`src/rtl/imm_ext.sv`:
```
// imm_ext: registered 16->32 bit immediate extender with valid flag
module imm_ext #(
    parameter logic [31:0] RESET_VAL = 32'h0000_0000
) (
    input  logic        clk,
    input  logic        rst_n,
    input  logic        in_valid,
    input  logic [15:0] imm,
    input  logic [1:0]  EOp,
    output logic [31:0] ext,
    output logic        out_valid
);
    logic [31:0] f;
    // extension function selected by EOp: sign, zero, load-upper, branch offset
    always_comb
        f = EOp == 2'b00 ? {{16{imm[15]}}, imm} :
            EOp == 2'b01 ? {16'h0000, imm} :
            EOp == 2'b10 ? {imm, 16'h0000} :
                           {{14{imm[15]}}, imm, 2'b00};
    // capture result on accepted input, hold otherwise; valid tracks in_valid
    always_ff @(posedge clk or negedge rst_n)
        if (!rst_n) begin
            ext       <= RESET_VAL;
            out_valid <= 1'b0;
        end else begin
            out_valid <= in_valid;
            if (in_valid) ext <= f;
        end
endmodule

```
`config.mk`:
```
export PLATFORM = sky130hd
export DESIGN_NAME = imm_ext
export DESIGN_NICKNAME = d
export VERILOG_FILES = /design/src/rtl/imm_ext.sv
export SDC_FILE = /design/constraint.sdc
export NUM_CORES = 1
export LEC_CHECK = 0
export CORE_MARGIN = 5
export CORE_UTILIZATION = 30
export CTS_CLUSTER_DIAMETER = 200
export DETAILED_ROUTE_END_ITERATION = 8
export GPL_ROUTABILITY_DRIVEN = 0
export SYNTH_ARGS = -nofsm -noshare
export SYNTH_HDL_FRONTEND = slang
export SYNTH_SLANG_ARGS = --single-unit
```
`constraint.sdc`:
```
create_clock -name clk -period 0.82 [get_ports clk]
set_input_delay 0.082 -clock clk [delete_from_list [all_inputs] [get_ports clk]]
set_output_delay 0.082 -clock clk [all_outputs]
set_load 0.01 [all_outputs]
```
==> results.ini, run 1 <==
[place]
port_buffers=53
hpwl_um=3070
placed_area_mm2=0.00243

[global_route]
grt_overflow=0
grt_max_degree=34
grt_pass1_wl_um=7510
grt.total_usage=0.131
grt_pass1_vias=1434
antenna_found_initial=0

[route]
drtIter0Drc=45
vias_per_cell=4.50
wl_per_cell_um=14.0
drc=0
vias=1413
dr.pass1.iters=4
antenna_left=0
drt-total-wl_um=4400

[timing]
min_period_ps=911
setup_ws_ps=-90.9
finClkSkew_ps=0
rsz0062_at_grt=yes
drv_slew=0
fin_tns_setup_ps=-2090
whs_ps=22.0
setup-violations-final=34
max-slew-margin-rel=0.863
finalHoldViolations=0
period_share=1.11
fmax_mhz=1100
worst_pin_slew_ps=201

[power]
ir_worst_vdd_mv=0.657
power_w=0.00434
powerDensity_mw_per_mm2=1730
leakage_nw=1.18

[min_path]
hold_path_end=out_valid$_DFF_PN0_
min-delay-start=in_valid
worstHoldPathType=in -> reg
hold_depth=1

[worst_setup_path]
path_class=reg -> out
critPathBufInv=1
reg2reg_to=ext[0]$_DFFE_PN0P_
reg2reg_from=ext[0]$_DFFE_PN0P_
crit_required_ps=740
path_max_fanout=2
r2r_setup_slack_ps=-10
worst_path_max_delay_cell=dfrtp_1
crit_path_cell_trace=buf_6
slowest_delay_ps=410
crit_path_end_kind=primary output
crit_family=flip-flops
rr_worst_depth=4
critPathLaunchType=flip-flop
arrival_ps=830

[yosys]
synthDistinctLibCells=21
seq_area_frac_synth=0.494
synth_seq_cells=33
syn_area_per_cell_um2=10.4
netlist_area_mm2=0.00167
synth_nets=182
syn_inst=161
synth_area_leaders=dfrtp_1 (49%), mux2i_1 (9.0%), o221ai_1 (5.8%)
yosys.area.top_type_share=0.494
yosys.area.top_type=dfrtp_1
yosysWarnings=0

[clocking]
tritoncts=done
worstSkewPairLatency_ps=290
root_buffer=clkbuf_8
path_clk_slew_ps=70
cts_buffers=5
cts_hold_buffers=0
h-tree-depth=2
clockBufferDepth=2
numClockSinks=33

[floorplanning]
rows=27
core_mm2=0.00547
die_y_um=84.6
die_area_mm2=0.00716
start_util=0.305
io_pins=54
die_x_um=84.6

[cells_and_area]
fillCellCount=570
stdcell_area_mm2=0.00250
final_layout_size_suffix_gt1_frac=0.384
diodes=0
area_delta_synth_final_pct=49.8
nNetsFinal=262

[flow_run]
maxCapViolations=0

[run_status]
violations=negative setup slack
status=finished with violations

==> cells in the mapped netlist (all sizes together) <==
cell	instances
a31oi	14
nand3	14
nor2	14
o21ai	2
nor2b	1
nand2b	15
buf	14
nand4bb	1
clkbuf	2
a31o	1
nand3b	2
inv	17
mux2i	15
o221ai	15
dfrtp	33
nand2	1
==> how the worst max path moves through the flow <==
stage                         from                  end  slack [ps]  depth (start not counted)
2_1_floorplan  ext[31]$_DFFE_PN0P_  ext[31]$_DFFE_PN0P_          10                          2
3_3_place_gp                EOp[0]  ext[20]$_DFFE_PN0P_        -520                          4
3_5_place_dp                EOp[0]  ext[21]$_DFFE_PN0P_        -540                          4
4_1_cts        ext[29]$_DFFE_PN0P_              ext[29]        -100                          1
5_1_grt        ext[22]$_DFFE_PN0P_              ext[22]        -130                          1
6_report       ext[24]$_DFFE_PN0P_              ext[24]         -90                          1
==> final cells by class <==
class	instances	area (um^2)	area share
Timing Repair Buffer	89	721	0.288
Inverter	17	63.8	0.0255
Clock buffer	7	96.3	0.0385
Sequential cell	33	826	0.330
Multi-Input combinational cell	95	702	0.280
Clock inverter	1	5.00	0.00200
Tap cell	72	90.1	0.0360
==> layer usage <==
layer  global-route usage  vias to the layer above  share of wire
met1                0.184                      654           0.48
met3               0.0353                        4          0.046
met4               0.0475                        0          0.013
met2                0.191                       30           0.46
met5                    0                        -              0
li1                     -                      725              -
==> through the flow <==
step / setup slack (ps) / util / cells
2_1_floorplan: 14.2 / - / 161
3_3_place_gp: -521 / 0.443 / 298
3_5_place_dp: -537 / 0.443 / 298
4_1_cts: -99.3 / 0.446 / 312
5_1_grt: -126 / 0.457 / 314
6_report: -90.9 / 0.457 / 314
==> what timing repair did <==
action	in CTS	in global routing
cloned	1	0
pin swaps	4	0
hold endpoints to repair	0	0
resized for setup	140	13
setup buffers	9	2
setup endpoints to repair	65	39
==> cell families (layout without fill, tap and decap cells) <==
| kind of cell | after synthesis | in the layout | synth area share |
|---|---|---|---|
| AND/OR/NAND/NOR | 48 | 48 | 0.156 |
| AO/OA/AOI/OAI | 32 | 32 | 0.157 |
| flip-flops | 33 | 33 | 0.494 |
| buffers and inverters | 33 | 114 | 0.103 |
| multiplexers | 15 | 15 | 0.0898 |
==> sequential cells by signal, summed over array words and instances (netlist names) <==
register	cells
out_valid	1
ext	32
==> cell usage in the layout, fill, tap and decap left out, types with 2 or more instances in the layout <==
cell type	synthesis	routed
dfrtp_1	33	33
o21ai_1	2	2
inv_1	17	17
buf_4	2	30
clkdlybuf4s50_1	0	16
o221ai_1	11	10
a31oi_1	14	14
nor2_1	14	10
nand2b_1	15	15
mux2i_1	15	13
buf_2	9	30
buf_12	0	3
nand3_1	14	14
nand3b_1	2	2
nor2_2	0	3
buf_6	2	6
mux2i_2	0	2
o221ai_2	4	5
clkbuf_8	0	7
==> report_power, final <==
group,internal [W],leakage [nW],switching (W)
sequential,0.00180,0.403,0.0000916
clock,0.000758,0.0542,0.000585
combinational,0.000593,0.724,0.000515
total,0.00315,1.18,0.00119
Note: power is estimated with default switching activity, not from simulation.
==> inputs of run 2 (changes only) <==
--- a/config.mk
+++ b/config.mk
@@ -10,6 +10,7 @@
 export CTS_CLUSTER_DIAMETER = 200
 export DETAILED_ROUTE_END_ITERATION = 8
 export GPL_ROUTABILITY_DRIVEN = 0
+export REMOVE_ABC_BUFFERS = 1
 export SYNTH_ARGS = -nofsm -noshare
 export SYNTH_HDL_FRONTEND = slang
 export SYNTH_SLANG_ARGS = --single-unit
==> run 2 against run 1 <==
- the run still ends with negative setup slack left
- routed wire length increased by 6.7%
- worst hold slack improved by 140 ps
- cell area increased by 2.7%
- clock skew unchanged
- register-to-register slack improved by 20 ps
- via count increased by 4.4%
- sequential cell count unchanged
- sequential share of layout area decreased by 0.87 points
- largest cell class unchanged
- largest power group unchanged
==> results.ini, run 2 (same netlist as run 1, synthesis figures left out) <==
[cells_and_area]
multiInputGateArea_um2=718  ; was 702 um^2
final_cell_mix=dfrtp_1 (33), buf_2 (29), buf_4 (26)  ; was dfrtp_1 (33), buf_2 (30), buf_4 (30)
register_area_um2=826  ; unchanged
stdcell_area_mm2=0.00257  ; was 0.00250 mm^2
diodes=0  ; unchanged
nNetsFinal=264  ; was 262
final_layout_size_suffix_gt1_frac=0.379  ; was 0.384
final_common_cell=dfrtp_1  ; unchanged
area_delta_synth_final_pct=53.8  ; was 49.8%
largest_register_ffs=32  ; unchanged
reg_top3=ext (32), out_valid (1)  ; unchanged
fillCellCount=551  ; was 570
regMostFlops=ext  ; unchanged

[floorplanning]
rows=27  ; unchanged
io_pins=54  ; unchanged
die_area_mm2=0.00716  ; unchanged
die_y_um=84.6  ; unchanged
core_mm2=0.00547  ; unchanged
start_util=0.305  ; unchanged
die_x_um=84.6  ; unchanged

[route]
drt-total-wl_um=4690  ; was 4400 um
antenna_left=0  ; unchanged
wl_per_cell_um=14.9  ; was 14.0 um
vias=1475  ; was 1,413
drtIter0Drc=51  ; was 45
drc=0  ; unchanged
dr.pass1.iters=4  ; unchanged
vias_per_cell=4.68  ; was 4.50

[clocking]
cts_hold_buffers=0  ; unchanged
h-tree-depth=2  ; unchanged
tritoncts=done  ; unchanged
cts_buffers=5  ; unchanged
clockBufferDepth=2  ; unchanged
worstSkewPairLatency_ps=280  ; was 290 ps
numClockSinks=33  ; unchanged
path_clk_slew_ps=60  ; was 70 ps
root_buffer=clkbuf_8  ; unchanged

[worst_setup_path]
worst_path_max_delay_cell=dfrtp_1  ; unchanged
crit_path_cell_trace=buf_2  ; was buf_6
reg2reg_to=ext[29]$_DFFE_PN0P_  ; was ext[0]$_DFFE_PN0P_
crit_family=flip-flops  ; unchanged
path_max_fanout=2  ; unchanged
cp-startpoint=ext[8]$_DFFE_PN0P_  ; was ext[24]$_DFFE_PN0P_
crit_path_end_kind=primary output  ; unchanged
arrival_ps=830  ; about the same
r2r_setup_slack_ps=10  ; was -10 ps
slowest_delay_ps=400  ; was 410 ps
reg2reg_from=ext[29]$_DFFE_PN0P_  ; was ext[0]$_DFFE_PN0P_
crit_required_ps=740  ; about the same
path_class=reg -> out  ; unchanged
rr_worst_depth=3  ; was 4
critPathBufInv=1  ; unchanged
path_depth=1  ; unchanged
critPathLaunchType=flip-flop  ; unchanged
crit_end=ext[8]  ; was ext[24]

[global_route]
grt_pass1_vias=1496  ; was 1,434
grt_pass1_wl_um=7630  ; was 7510 um
antenna_found_initial=0  ; unchanged
grt_max_degree=34  ; unchanged
grt.total_usage=0.134  ; was 0.131
grt_overflow=0  ; unchanged

[timing]
whs_ps=164  ; was 22.0 ps
setup_ws_ps=-96.4  ; was -90.9 ps
worst_pin_slew_ps=216  ; was 201 ps
finClkSkew_ps=0  ; unchanged
drv_slew=0  ; unchanged
min_period_ps=916  ; was 911 ps
max-slew-margin-rel=0.852  ; was 0.863
period_share=1.12  ; was 1.11
rsz0062_at_grt=yes  ; unchanged
finalHoldViolations=0  ; unchanged
setup-violations-final=33  ; was 34
fmax_mhz=1090  ; was 1100 MHz

[power]
leakage_nw=1.21  ; was 1.18 nW
power_w=0.00431  ; was 0.00434 W
switchingPower_w=0.00122  ; was 0.00119 W
pwr-share-comb=0.270  ; was 0.255
swShare=0.282  ; was 0.275
pwr-share-clk=0.291  ; was 0.310
powerDensity_mw_per_mm2=1680  ; was 1730 mW/mm^2
ir_worst_vdd_mv=0.702  ; was 0.657 mV
p_int_w=0.00310  ; was 0.00315 W
p_seq_frac=0.439  ; was 0.435

[flow_run]
maxCapViolations=0  ; unchanged

[run_status]
violations=negative setup slack  ; unchanged
status=finished with violations  ; unchanged

[place]
placed_area_mm2=0.00237  ; was 0.00243 mm^2
port_buffers=53  ; unchanged
pre_cts_ws_ps=-527  ; was -537 ps
hpwl_um=3060  ; was 3070 um

[min_path]
worstHoldPathType=in -> async  ; was in -> reg

-- run 2: cell type report --
cell class | instances | area share
Multi-Input combinational cell | 95 | 0.279
Tap cell | 72 | 0.0350
Inverter | 17 | 0.0248
Clock buffer | 7 | 0.0336
Sequential cell | 33 | 0.321
Timing Repair Buffer | 91 | 0.306
-- run 2: metrics by stage --
stage	TNS, ps	utilization	instances
after global routing	-3450	0.470	315
after CTS	-2610	0.451	309
final	-2230	0.470	315
after floorplan	0	-	145
after global placement	-17770	0.433	292
after detailed placement	-18410	0.433	292
-- run 2: how the worst min path moves through the flow --
stage | start | to | slack, ps
final | rst_n | ext[1]$_DFFE_PN0P_ | 160
after global routing | rst_n | out_valid$_DFF_PN0_ | 180
after CTS | in_valid | out_valid$_DFF_PN0_ | 160
after detailed placement | in_valid | out_valid$_DFF_PN0_ | 460
after global placement | in_valid | out_valid$_DFF_PN0_ | 460
after floorplan | rst_n | ext[0]$_DFFE_PN0P_ | -210
-- run 2: what timing repair did --
| item | CTS | global route |
|---|---|---|
| setup endpoints to repair | 65 | 43 |
| gates resized for setup | 145 | 16 |
| setup buffers | 12 | 7 |
| pin swaps | 4 | 2 |
| cloned | 2 | 0 |
-- run 2: power by group through the flow --
stage                     logic (W)  registers [W]  clock network (W)
after floorplan            0.000278        0.00200                  0
after global placement      0.00111        0.00193                  0
after detailed placement    0.00112        0.00193                  0
after CTS                   0.00108        0.00189            0.00130
after global routing        0.00127        0.00191            0.00138
final                       0.00117        0.00189            0.00125
-- run 2: metal layers --
| metal | vias up | part of all wire | track usage |
|---|---|---|---|
| met3 | 13 | 0.062 | 0.0491 |
| li1 | 727 | - | - |
| met1 | 672 | 0.45 | 0.172 |
| met2 | 63 | 0.47 | 0.215 |
| met5 | - | 0 | 0 |
| met4 | 0 | 0.015 | 0.0302 |
